**config.mk**
```make
export PLATFORM = sky130hd
export DESIGN_NAME = usb_serial_bridge
export DESIGN_NICKNAME = d
export VERILOG_FILES = /design/src/rtl/usb_serial_bridge.sv
export SDC_FILE = /design/constraint.sdc
export NUM_CORES = 1
export LEC_CHECK = 0
export CAP_MARGIN = 20
export CORE_MARGIN = 4
export CORE_UTILIZATION = 50
export DETAILED_ROUTE_END_ITERATION = 6
export GPL_ROUTABILITY_DRIVEN = 0
export PLACE_DENSITY = 0.77
export SLEW_MARGIN = 25
export SYNTH_ARGS = -nofsm -noshare
export SYNTH_HDL_FRONTEND = slang
export SYNTH_HIERARCHICAL = 1
export SYNTH_SLANG_ARGS = --single-unit
```
**constraint.sdc**
```tcl
create_clock -name clk -period 5.8 [get_ports clk]
set_clock_uncertainty 0.05 [all_clocks]
set_input_delay 1.16 -clock clk [delete_from_list [all_inputs] [get_ports clk]]
set_output_delay 1.16 -clock clk [all_outputs]
set_load 0.03 [all_outputs]
```
**src/rtl/usb_serial_bridge.sv**
```systemverilog
// Purpose: CPU register bridge between the 6502 bus and the usb_uart_core byte pipes,
//   with TX/RX FIFOs, status/control/count registers, sticky error flags and a level IRQ.
// Latency: CPU reads are registered (1 cycle); a stream byte is visible on in_data the cycle after its push.
// Backpressure: the TX FIFO drains only on in_valid&in_ready; out_ready drops while RX is full;
//   loopback ties in_*/out_* together combinationally.
// Ports:
//   clk, rst_n                     clock, async active-low reset
//   cs, we, addr, din, dout        CPU access (one access per cs cycle), registered read data
//   irq                            level interrupt, registered
//   in_data, in_valid, in_ready    bytes toward the host (to usb_uart_core)
//   out_data, out_valid, out_ready bytes from the host (from usb_uart_core)

// Purpose: generic synchronous FIFO with occupancy count and a flush input.
// Latency: a pushed word appears at rdata on the next cycle; rdata shows the head combinationally.
// Backpressure: a push is taken when not full, or when full together with a pop; flush wins over push.
module usb_serial_bridge_fifo #(
  parameter int AW = 4,
  parameter int W  = 8
) (
  input  logic         clk,
  input  logic         rst_n,
  input  logic         flush,
  input  logic         push,
  input  logic         pop,
  input  logic [W-1:0] wdata,
  output logic [W-1:0] rdata,
  output logic [AW:0]  count,
  output logic         empty,
  output logic         full
);
  localparam int DEPTH = 1 << AW;

  logic [W-1:0]  mem [DEPTH];
  logic [AW-1:0] wr_ptr;
  logic [AW-1:0] rd_ptr;
  logic          do_push;
  logic          do_pop;

  assign empty   = (count == '0);
  assign full    = (count == (AW+1)'(DEPTH));
  assign do_pop  = pop & ~empty;
  // A pop on the same edge frees the slot, so a full FIFO still accepts the push.
  assign do_push = push & (~full | do_pop) & ~flush;
  assign rdata   = mem[rd_ptr];

  always_ff @(posedge clk or negedge rst_n) begin
    if (!rst_n) begin
      wr_ptr <= '0;
      rd_ptr <= '0;
      count  <= '0;
    end else if (flush) begin
      wr_ptr <= '0;
      rd_ptr <= '0;
      count  <= '0;
    end else begin
      if (do_push) wr_ptr <= wr_ptr + AW'(1);
      if (do_pop)  rd_ptr <= rd_ptr + AW'(1);
      case ({do_push, do_pop})
        2'b10:   count <= count + (AW+1)'(1);
        2'b01:   count <= count - (AW+1)'(1);
        default: count <= count;
      endcase
    end
  end

  always_ff @(posedge clk) begin
    if (do_push) mem[wr_ptr] <= wdata;
  end
endmodule

// Purpose: top-level bridge; CPU register file plus TX/RX FIFOs and the loopback mux.
// Latency: dout and irq are registered (1 cycle); stream outputs follow FIFO state with no in_ready path.
// Backpressure: out_ready = !rx_full (held low until the first edge after reset), bypassed in loopback.
module usb_serial_bridge #(
  parameter int TX_AW = 4,
  parameter int RX_AW = 4
) (
  input  logic       clk,
  input  logic       rst_n,
  input  logic       cs,
  input  logic       we,
  input  logic [2:0] addr,
  input  logic [7:0] din,
  output logic [7:0] dout,
  output logic       irq,
  output logic [7:0] in_data,
  output logic       in_valid,
  input  logic       in_ready,
  input  logic [7:0] out_data,
  input  logic       out_valid,
  output logic       out_ready
);
  logic             rx_ie;
  logic             tx_ie;
  logic             loopback;
  logic             tx_ovf;
  logic             rx_ovf;
  logic             init_q;

  logic             acc_rd;
  logic             acc_wr;
  logic             wr_data;
  logic             rd_data;
  logic             wr_status;
  logic             wr_ctrl;
  logic             tx_flush;
  logic             tx_push;
  logic             tx_pop;
  logic             tx_drop;
  logic             lb_ovf;
  logic             rx_ready;
  logic             rx_push;
  logic             irq_next;

  logic [7:0]       tx_head;
  logic [7:0]       rx_head;
  logic [TX_AW:0]   tx_count;
  logic [RX_AW:0]   rx_count;
  logic             tx_empty;
  logic             tx_full;
  logic             rx_empty;
  logic             rx_full;
  logic [7:0]       status_val;
  logic [7:0]       rd_val;

  assign acc_rd    = cs & ~we;
  assign acc_wr    = cs & we;
  assign wr_data   = acc_wr & (addr == 3'd0);
  assign rd_data   = acc_rd & (addr == 3'd0);
  assign wr_status = acc_wr & (addr == 3'd1);
  assign wr_ctrl   = acc_wr & (addr == 3'd2);
  assign tx_flush  = wr_ctrl & din[3];

  // In loopback the FIFOs are frozen on the stream side; only CPU reads still drain RX.
  assign tx_push   = wr_data & ~loopback;
  assign tx_pop    = in_ready & ~loopback;
  assign tx_drop   = tx_push & tx_full & ~tx_pop & ~tx_flush;
  assign lb_ovf    = wr_data & loopback;
  assign rx_ready  = init_q & ~rx_full;
  assign rx_push   = out_valid & rx_ready & ~loopback;

  usb_serial_bridge_fifo #(.AW(TX_AW), .W(8)) u_tx_fifo (
    .clk   (clk),
    .rst_n (rst_n),
    .flush (tx_flush),
    .push  (tx_push),
    .pop   (tx_pop),
    .wdata (din),
    .rdata (tx_head),
    .count (tx_count),
    .empty (tx_empty),
    .full  (tx_full)
  );

  usb_serial_bridge_fifo #(.AW(RX_AW), .W(8)) u_rx_fifo (
    .clk   (clk),
    .rst_n (rst_n),
    .flush (1'b0),
    .push  (rx_push),
    .pop   (rd_data),
    .wdata (out_data),
    .rdata (rx_head),
    .count (rx_count),
    .empty (rx_empty),
    .full  (rx_full)
  );

  assign in_data   = loopback ? out_data  : tx_head;
  assign in_valid  = loopback ? out_valid : ~tx_empty;
  assign out_ready = loopback ? in_ready  : rx_ready;

  assign status_val = {irq, 2'b00, tx_ovf, rx_ovf, tx_empty, ~tx_full, ~rx_empty};
  assign irq_next   = (rx_ie & ~rx_empty) | (tx_ie & tx_empty) | tx_ovf | rx_ovf;

  always_comb begin
    rd_val = 8'h00;
    case (addr)
      3'd0:    rd_val = rx_empty ? 8'h00 : rx_head;
      3'd1:    rd_val = status_val;
      3'd2:    rd_val = {5'b00000, loopback, tx_ie, rx_ie};
      3'd3:    rd_val = 8'(rx_count);
      3'd4:    rd_val = 8'(tx_count);
      default: rd_val = 8'h00;
    endcase
  end

  always_ff @(posedge clk or negedge rst_n) begin
    if (!rst_n) begin
      init_q   <= 1'b0;
      dout     <= 8'h00;
      irq      <= 1'b0;
      rx_ie    <= 1'b0;
      tx_ie    <= 1'b0;
      loopback <= 1'b0;
      tx_ovf   <= 1'b0;
      rx_ovf   <= 1'b0;
    end else begin
      init_q <= 1'b1;
      if (acc_rd) dout <= rd_val;
      // tx_flush is a pulse and is not stored.
      if (wr_ctrl) {loopback, tx_ie, rx_ie} <= din[2:0];
      // A new set wins over a same-edge write-1-to-clear.
      tx_ovf <= (tx_ovf & ~(wr_status & din[4])) | tx_drop;
      rx_ovf <= (rx_ovf & ~(wr_status & din[3])) | lb_ovf;
      irq    <= irq_next;
    end
  end
endmodule

```
==> results of run 1 <==
## power groups by stage
stage / registers, mW / clock network, mW / logic, mW
after floorplan: 2.51 / 0 / 0.878
after global routing: 2.59 / 1.91 / 1.30
after detailed placement: 2.62 / 0 / 1.19
final: 2.57 / 1.78 / 1.20
after CTS: 2.57 / 1.81 / 1.20
after global placement: 2.61 / 0 / 1.17
## cell usage after synthesis, drive strengths merged, types with 5 or more instances
cell type	count	area (sq um)
nand2	45	174
a21oi	11	62.6
buf	20	100
nor2	70	263
xor2	10	87.6
xnor2	6	52.6
mux2	19	214
a22oi	35	263
clkbuf	18	67.6
inv	18	67.6
nor2b	7	43.8
nand3	13	75.1
ha	16	200
mux4	64	1440
dfrtp	41	1030
nand2b	6	37.5
o211ai	11	82.6
o21ai	10	57.6
or3	5	31.3
and2	6	37.5
edfxtp	256	7690
mux2i	6	60.1
## layout by cell type (no fill, tap or decap), drive strengths merged, types with 5 or more instances in the layout
cell type	synthesis	final
a22oi	35	35
nand3	13	13
clkbuf	18	38
or3	5	5
clkinv	0	11
edfxtp	256	256
o21ai	10	10
clkdlybuf4s50	0	42
nor2b	7	7
xor2	10	10
dfrtp	41	41
and2	6	6
buf	20	14
nor2	70	70
a21oi	11	11
nand2	45	45
mux2	19	19
xnor2	6	6
ha	16	16
inv	18	19
mux2i	6	6
nand2b	6	6
mux4	64	64
o211ai	11	11
## metrics by stage
step | instances | utilization [%] | setup WS, ns | total power, mW
after floorplan | 748 | - | 1.97 | 3.39
after global placement | 1090 | 54.5 | 1.27 | 3.78
after detailed placement | 1090 | 54.5 | 1.21 | 3.81
after CTS | 1142 | 58.2 | 0.876 | 5.59
after global routing | 1142 | 58.2 | 0.779 | 5.80
final | 1142 | 58.2 | 0.979 | 5.55
## logic make-up (layout without fill, tap and decap cells)
group                    Yosys count  after routing  share of synthesized area [%]
other                              2              2                         0.0594
flip-flops                       297            297                           68.9
buffers and inverters             56            126                           1.86
XOR/XNOR                          16             16                           1.11
AND/OR/NAND/NOR                  181            181                           7.21
AO/OA/AOI/OAI                     89             89                           5.40
multiplexers                      89             89                           13.6
adder cells (fa/ha/maj)           18             18                           1.90
## layer usage
metal	up-vias	global-route usage, %	routed length [um]
li1	3032	-	-
met4	0	6.62	970
met1	3546	26.9	11000
met5	-	0	0
met3	54	2.75	1350
met2	217	31.2	13400
## worst min path at each step
stage	to	slack [ns]	startpoint	depth (start not counted)
final	dout[7]	0.44	dout[7]	2
after global routing	dout[6]	0.47	dout[6]	2
after CTS	dout[7]	0.45	dout[7]	2
after detailed placement	dout[7]	0.43	dout[7]	2
after global placement	dout[7]	0.42	dout[7]	2
after floorplan	irq	0.43	tx_ovf	2
## critical path, delay by kind of cell, from the launching register on
family,cells,cell delay (ns)
DFF,1,0.84
AOI/OAI and AO/OA,1,0.21
muxes,2,0.85
buffers and inverters,2,1.02
and+or+nand+nor,1,0.13
## registers in the layout (all words and copies together), names as in the netlist
name / count
dout: 8
init_q: 1
irq: 1
loopback: 1
rx_ie: 1
rx_ovf: 1
tx_ie: 1
tx_ovf: 1
u_rx_fifo/count: 5
u_rx_fifo/mem: 128
u_rx_fifo/rd_ptr: 4
u_rx_fifo/wr_ptr: 4
u_tx_fifo/count: 5
u_tx_fifo/mem: 128
u_tx_fifo/rd_ptr: 4
u_tx_fifo/wr_ptr: 4
## cell type report
cell class | count | area, sq um | share of cell area (%)
clock inverters | 14 | 97.6 | 0.682
multi-input cells | 395 | 3700 | 25.8
well taps | 324 | 405 | 2.83
flip-flops and latches | 297 | 8720 | 60.9
clock buffers | 38 | 802 | 5.60
inverters | 18 | 67.6 | 0.472
repair buffers | 56 | 526 | 3.67
==> flow_summary_export.csv, run 1 <==
group,metric,value,unit
sta,setup_violations,0,
clock_network,clock-root-buffer,"clkbuf_16",
worst_setup_path,crit_end,"in_data[3]",
sta,final_hold_viol_count,0,
sta,slew_viol_final,0,
sta,whs,0.440,ns
clock_network,clock_latency,0.54,ns
final_layout,drive_gt1_share,19.2,%
floorplanning,die-area,27900,sq um
worst_setup_path,cp-start-kind,"flip-flop",
worst_setup_path,cp-startpoint,"u_tx_fifo/rd_ptr[0]",
synth,syn_inst,748,
clock_network,cts_resized,0,
synth,ys_seq_area_share,68.9,%
sta,rsz0062_at_grt,"false",
clock_network,clock_sinks,297,
worst_setup_path,crit_type,"reg -> out",
floorplanning,die_h,167,um
worst_setup_path,rrSetupSlack,2.13,ns
final_layout,synthToLayoutAreaGrowth,13.2,%
routing,wirelength,26700,um
floorplanning,core_area,24600,sq um
clock_network,cts_buffers,30,
floorplanning,num_rows,57,
synth,yosys_warnings,6,
worst_setup_path,cpPeakStageDelay,0.84,ns
sta,fmax,207,MHz
grt,antenna_found_initial,0,
grt,grt_overflow,0,
final_layout,num_antenna_cells,0,
synth,synth_nets,791,
grt,grt_pass1_wl,41700,um
grt,grt_max_degree,42,
grt,grt_pass1_vias,6987,
worst_setup_path,cp_slowest_cell,"dfrtp_2",
synth,synth-edff-count,256,
min_path,hold_path_class,"reg -> reg",
clock_network,cts_setup_buffers,0,
place,hpwl,17100,um
pwr,power_frac_comb,21.6,%
routing,drt_iter0_markers,625,
synth,syn_area,12600,sq um
routing,num_vias,6849,
run,timing.max_cap.violations,0,
place,placed_area,13400,sq um
pwr,cellLeakagePower,4.75,nW
pwr,p_switching,1.58,mW
clock_network,hold_buffers,0,
routing,drtAntennaViolNets,0,
floorplanning,initial_core_util,51.4,%
clock_network,cts_max_path_buffers,3,
sta,period_needed,4.82,ns
routing,drc,0,
routing,first_pass_iters,5,
worst_setup_path,critPathRequiredTime,4.59,ns
pwr,p_int,3.97,mW
worst_setup_path,crit_arrival,3.61,ns
pwr,worst_ir_drop_vdd,0.366,mV
sta,slew-limit-headroom,30.8,%
grt,grtUsageTotal,19.2,%
outcome,run_status,"complete, no violations",
final_layout,nets,841,
pwr,power.density,388,nW/um^2
sta,final.period_utilization,83.1,%
floorplanning,die_w,167,um
routing,via_per_inst,6.00,
sta,fin_setup_tns,0,ns
clock_network,cts_tree,"done",
worst_setup_path,worstRegToRegCells,13,
floorplanning,io_pins,44,
worst_setup_path,worst-path-max-fanout,22,
place,port-buffer-count,43,
synth,yosysUniqueCellTypes,58,
sta,worst_slew_pin_slew,1.04,ns
clock_network,htree_levels,1,
routing,wl_per_cell,23.4,um
synth,async_reset_ff_share,13.8,%
final_layout,stdcell_area,14300,sq um
synth,syn_area_per_cell,16.9,sq um
pwr,seqPwrFrac,46.3,%
synth,synth_seq_cells,297,
pwr,clockPowerShare,32.1,%
final_layout,fill_cells,1807,
synth,synth_top_flop_cell,"edfxtp_1",
worst_setup_path,reg2reg_from,"u_rx_fifo/count[1]",
worst_setup_path,worstReg2RegEnd,"u_rx_fifo/count[4]",
clock_network,clkSlewWorstSetupHoldPaths,0.06,ns
worst_setup_path,cp_cell_sequence,"buf_4 > mux4_2 > a22oi_1 > nand2_1 > mux2_2 > clkdlybuf4s50_1",
worst_setup_path,cp-end-kind,"primary output",
pwr,p_sw_share,28.5,%
Power figures use the tool's default switching activity.
==> inputs of run 2 (changes only) <==
--- a/config.mk
+++ b/config.mk
@@ -10,7 +10,7 @@
 export CORE_UTILIZATION = 50
 export DETAILED_ROUTE_END_ITERATION = 6
 export GPL_ROUTABILITY_DRIVEN = 0
-export PLACE_DENSITY = 0.77
+export PLACE_DENSITY = 0.8
 export SLEW_MARGIN = 25
 export SYNTH_ARGS = -nofsm -noshare
 export SYNTH_HDL_FRONTEND = slang
==> constraint.sdc (replaced) <==
create_clock -name clk -period 4.3 [get_ports clk]
set_clock_uncertainty 0.05 [all_clocks]
set_input_delay 0.86 -clock clk [delete_from_list [all_inputs] [get_ports clk]]
set_output_delay 0.86 -clock clk [all_outputs]
set_load 0.03 [all_outputs]
==> run 2 against run 1 <==
Compared with the run above: cell count rose by 4.3%; utilization rose by 2.0 points; worst setup slack got worse by 0.68 ns; global-route usage barely moved; hold slack got worse by 0.19 ns; sequential power rose by 31%; via count rose by 2.4%; highest routed layer unchanged; wire length rose by 1.1%; die area did not move; total power rose by 41%; largest power group unchanged.
==> flow_summary_export.csv, run 2 (synthesized netlist as in run 1, its figures left out) <==
group,metric,value,unit
outcome,run_status,"complete, no violations",
routing,wirelength,27000,um
routing,drc,0,
routing,drt_iter0_markers,593,
clock_network,clock_latency,0.54,ns
final_layout,synthToLayoutAreaGrowth,17.0,%
clock_network,cts_tree,"done",
grt,grt_pass1_wl,41900,um
worst_setup_path,crit_buf_inv,3,
final_layout,finish.utilization,60.1,%
final_layout,layout_common_cells,"edfxtp_1 (256), nor2_1 (70), mux4_2 (64)",
pwr,worst_ir_drop_vdd,0.376,mV
routing,via_per_inst,5.89,
worst_setup_path,crit_arrival,3.09,ns
worst_setup_path,cp-start-kind,"flip-flop",
floorplanning,num_rows,57,
final_layout,num_antenna_cells,0,
clock_network,htree_levels,1,
sta,period_needed,4.00,ns
pwr,power,7.82,mW
place,place_ws,0.306,ns
sta,fin_setup_tns,0,ns
grt,grt_max_degree,42,
sta,setup_violations,0,
clock_network,cts_max_path_buffers,3,
sta,worst_slack,0.300,ns
routing,num_vias,7015,
final_layout,reg_top3,"u_rx_fifo/mem x128, u_tx_fifo/mem x128, dout x8",
grt,grt_pass1_vias,7304,
worst_setup_path,crit_type,"reg -> out",
final_layout,drive_gt1_share,24.0,%
sta,final_hold_viol_count,0,
sta,slew-limit-headroom,47.8,%
sta,rsz0062_at_grt,"false",
pwr,cellLeakagePower,5.03,nW
routing,first_pass_iters,5,
worst_setup_path,worst-path-max-fanout,15,
grt,antenna_found_initial,0,
worst_setup_path,cpPeakStageDelay,0.60,ns
min_path,hold_path_class,"in -> async",
pwr,power.density,529,nW/um^2
routing,wl_per_cell,22.6,um
run,timing.max_cap.violations,0,
worst_setup_path,cp-end-kind,"primary output",
sta,fmax,250,MHz
worst_setup_path,critPathRequiredTime,3.39,ns
grt,grtUsageTotal,19.2,%
clock_network,clock_sinks,297,
floorplanning,die_w,167,um
sta,slew_viol_final,0,
worst_setup_path,cp_slowest_cell,"clkdlybuf4s50_1",
routing,drtAntennaViolNets,0,
floorplanning,initial_core_util,51.4,%
grt,grt_overflow,0,
sta,final.period_utilization,93.0,%
place,port-buffer-count,43,
final_layout,mostFrequentLayoutCell,"edfxtp_1",
place,hpwl,17400,um
worst_setup_path,path_delay_family,"buffers and inverters",
sta,worst_slew_pin_slew,0.781,ns
floorplanning,die_h,167,um
final_layout,nets,886,
clock_network,clkSlewWorstSetupHoldPaths,0.06,ns
worst_setup_path,cp_cell_sequence,"buf_12 > buf_4 > mux4_2 > a22oi_1 > nand2_1 > mux2_2 > clkdlybuf4s50_1",
floorplanning,core_area,24600,sq um
floorplanning,io_pins,44,
floorplanning,die-area,27900,sq um
clock_network,clock-root-buffer,"clkbuf_16",
clock_network,cts_buffers,30,
-- run 2: cell types whose count changed in the layout (fill, tap and decap cells not counted) --
cell	delta
bufinv_16	+3
clkbuf_8	+2
dfrtp_4	+1
clkinvlp_4	+4
buf_12	+2
buf_4	+43
clkinv_2	-2
dfrtp_2	-1
clkbuf_1	+1
inv_8	-1
clkinv_1	-3
-- run 2: per-layer routing --
layer / GRT usage [%] / wire (um) / vias up
met1: 25.7 / 11000 / 3598
met5: 0 / 0 / -
met3: 2.87 / 1470 / 50
li1: - / - / 3127
met2: 32.8 / 13700 / 240
met4: 5.83 / 857 / 0
-- run 2: path summary, 6_finish.rpt --
check | slack (ns) | depth (start not counted) | end | startpoint
min reg2reg | 0.42 | 2 | dout[5] | dout[5]
max reg2reg | 1.06 | 15 | u_rx_fifo/count[4] | u_rx_fifo/count[0]
max in group asynchronous | 3.51 | 1 | u_tx_fifo/rd_ptr[0] | rst_n
min in group clk | 0.42 | 2 | dout[5] | dout[5]
max | 0.30 | 7 | in_data[0] | u_tx_fifo/rd_ptr[0]
min | 0.25 | 1 | dout[6] | rst_n
-- run 2: layout make-up --
| class | count | area, sq um |
|---|---|---|
| Tap cell | 324 | 405 |
| Inverter | 18 | 67.6 |
| Clock buffer | 41 | 833 |
| Clock inverter | 15 | 185 |
| Sequential cell | 297 | 8720 |
| Multi-Input combinational cell | 395 | 3700 |
| Fill cell | 1754 | 9810 |
| Timing Repair Buffer | 101 | 888 |
-- run 2: stage by stage --
step                      instances  hold WS, ns  instance area (sq um)
after CTS                      1183        0.429                  14700
after floorplan                 748        0.428                  12600
after detailed placement       1127        0.415                  13700
after global routing           1191        0.275                  14800
final                          1191        0.247                  14800
after global placement         1127        0.407                  13700
-- run 2: what timing repair did --
item | CTS | global route
resized for setup | 1 | 0
gates cloned | 0 | 0
setup buffers | 0 | 8
endpoints found under the setup margin | 2 | 1
hold buffers | 0 | 0
-- run 2: power breakdown --
| part | internal (mW) | switching [mW] | leakage (nW) |
|---|---|---|---|
| registers | 3.23 | 0.135 | 2.83 |
| clock network | 1.59 | 1.04 | 0.482 |
| logic | 0.856 | 0.969 | 1.72 |
==> inputs of run 3 (changes only) <==
--- a/config.mk
+++ b/config.mk
@@ -8,6 +8,7 @@
 export CAP_MARGIN = 20
 export CORE_MARGIN = 4
 export CORE_UTILIZATION = 50
+export CTS_BUF_LIST = sky130_fd_sc_hd__clkbuf_16
 export DETAILED_ROUTE_END_ITERATION = 6
 export GPL_ROUTABILITY_DRIVEN = 0
 export PLACE_DENSITY = 0.8
==> run 3 against run 2 <==
Compared with the run above: flip-flop and latch count unchanged; wire length is essentially flat; highest routed layer unchanged; cell area decreased by 0.14%; critical endpoint unchanged; clock power fell by 2%; sequential share of layout area rose by 0.080 points; maximum frequency is 0.11% lower; register-to-register slack hardly changed; critical path depth unchanged; total power is 0.70% lower.
==> flow_summary_export.csv, run 3 (synthesized netlist as in run 1, its figures left out) <==
group,metric,value,unit
clock_network,cts_max_path_buffers,3,
sta,final_hold_viol_count,0,
pwr,seqPwrFrac,43.3,%
pwr,clockPowerShare,33.2,%
worst_setup_path,cp-start-kind,"flip-flop",
pwr,power_frac_comb,23.5,%
routing,drc,0,
grt,grt_pass1_vias,7300,
grt,grt_pass1_wl,41900,um
floorplanning,die_w,167,um
place,placed_area,13700,sq um
clock_network,clock_sinks,297,
worst_setup_path,reg2reg_from,"u_rx_fifo/count[0]",
floorplanning,num_rows,57,
routing,via_per_inst,5.91,
worst_setup_path,path_depth,7,
routing,first_pass_iters,5,
clock_network,cts_tree,"done",
final_layout,mostFrequentLayoutCell,"edfxtp_1",
routing,drtAntennaViolNets,0,
final_layout,stdcell_area,14800,sq um
final_layout,reg_top3,"u_rx_fifo/mem x128, u_tx_fifo/mem x128, dout x8",
grt,grt_overflow,0,
routing,wirelength,27000,um
outcome,run_status,"complete, no violations",
pwr,p_switching,2.14,mW
pwr,power.density,526,nW/um^2
final_layout,drive_gt1_share,23.8,%
clock_network,clock-root-buffer,"clkbuf_16",
worst_setup_path,worstReg2RegEnd,"u_rx_fifo/count[4]",
worst_setup_path,cp_cell_sequence,"buf_12 > buf_4 > mux4_2 > a22oi_1 > nand2_1 > mux2_2 > clkdlybuf4s50_1",
routing,drt_iter0_markers,568,
clock_network,cts_buffers,30,
worst_setup_path,cp-end-kind,"primary output",
sta,rsz0062_at_grt,"false",
worst_setup_path,cpPeakStageDelay,0.60,ns
sta,fin_setup_tns,0,ns
pwr,p_sw_share,27.6,%
worst_setup_path,crit_type,"reg -> out",
sta,slew-limit-headroom,44.9,%
pwr,worst_ir_drop_vdd,0.376,mV
sta,period_needed,4.00,ns
worst_setup_path,critPathRequiredTime,3.39,ns
run,timing.max_cap.violations,0,
place,hpwl,17400,um
clock_network,clock_latency,0.54,ns
place,port-buffer-count,43,
worst_setup_path,cp-startpoint,"u_tx_fifo/rd_ptr[0]",
worst_setup_path,path_delay_family,"buffers and inverters",
floorplanning,die_h,167,um
min_path,hold_path_class,"in -> async",
routing,num_vias,7035,
floorplanning,die-area,27900,sq um
worst_setup_path,worstRegToRegCells,15,
clock_network,clkSlewWorstSetupHoldPaths,0.06,ns
sta,fmax,250,MHz
worst_setup_path,worst-path-max-fanout,15,
pwr,cellLeakagePower,5.05,nW
worst_setup_path,rrSetupSlack,1.06,ns
final_layout,nets,886,
routing,wl_per_cell,22.6,um
worst_setup_path,crit_arrival,3.09,ns
worst_setup_path,crit_buf_inv,3,
pwr,p_int,5.62,mW
grt,grtUsageTotal,19.2,%
final_layout,synthToLayoutAreaGrowth,16.8,%
grt,antenna_found_initial,0,
final_layout,num_antenna_cells,0,
floorplanning,core_area,24600,sq um
sta,setup_violations,0,
clock_network,hold_buffers,0,
final_layout,layout_common_cells,"edfxtp_1 (256), nor2_1 (70), mux4_2 (64)",
grt,grt_max_degree,42,
clock_network,htree_levels,1,
floorplanning,io_pins,44,
sta,slew_viol_final,0,
sta,worst_slew_pin_slew,0.825,ns
sta,final.period_utilization,93.1,%
floorplanning,initial_core_util,51.4,%
worst_setup_path,cp_slowest_cell,"clkdlybuf4s50_1",
-- run 3: stage by stage --
| stage | setup WS [ns] | instances | hold WS [ns] | utilization (%) | total power, mW |
|---|---|---|---|---|---|
| 6_report | 0.296 | 1191 | 0.241 | 60.1 | 7.77 |
| 5_1_grt | 0.118 | 1191 | 0.275 | 60.1 | 8.12 |
| 4_1_cts | 0.104 | 1183 | 0.429 | 59.8 | 7.77 |
| 3_5_place_dp | 0.306 | 1127 | 0.415 | 55.7 | 5.19 |
| 3_3_place_gp | 0.394 | 1127 | 0.407 | 55.7 | 5.15 |
| 2_1_floorplan | 0.765 | 748 | 0.428 | - | 4.57 |
-- run 3: area by class of cell --
class / instances / area (sq um)
clock buffers: 31 / 776
clock inverters: 25 / 223
fillers: 1758 / 9830
inverters: 18 / 67.6
multi-input cells: 395 / 3700
flip-flops and latches: 297 / 8720
well taps: 324 / 405
repair buffers: 101 / 888
-- run 3: worst max path at each step --
stage	endpoint	slack [ns]
final	in_data[0]	0.30
after global routing	in_data[4]	0.12
after CTS	in_data[4]	0.10
after detailed placement	u_rx_fifo/count[4]	0.31
after global placement	u_rx_fifo/count[4]	0.39
after floorplan	u_rx_fifo/count[4]	0.77
-- run 3: worst reg2reg max path, delay by kind of cell (launching register included) --
| kind | cells | cell delay, ns |
|---|---|---|
| flip-flops | 1 | 0.48 |
| buffers and inverters | 4 | 0.54 |
| AO/OA/AOI/OAI | 5 | 1.05 |
| adder cells (fa/ha/maj) | 1 | 0.34 |
| AND/OR/NAND/NOR | 5 | 0.72 |
-- run 3: layer usage --
| layer | track usage [%] | vias to the layer above | part of all wire (%) |
|---|---|---|---|
| met1 | 25.7 | 3590 | 41 |
| li1 | - | 3129 | - |
| met2 | 32.9 | 264 | 50 |
| met5 | 0 | - | 0 |
| met3 | 2.87 | 52 | 5.8 |
| met4 | 5.83 | 0 | 3.2 |
-- run 3: what timing repair did --
action / in CTS / in global routing
gates resized for setup: 1 / 0
endpoints found under the hold margin: 0 / 0
endpoints found under the setup margin: 3 / 1
buffers inserted: 0 / 8
-- run 3: power groups by stage --
stage	Clock (mW)	Sequential (mW)	Combinational [mW]
6_report	2.58	3.36	1.83
5_1_grt	2.76	3.38	1.98
4_1_cts	2.63	3.41	1.73
3_5_place_dp	0	3.46	1.73
3_3_place_gp	0	3.46	1.69
2_1_floorplan	0	3.38	1.18
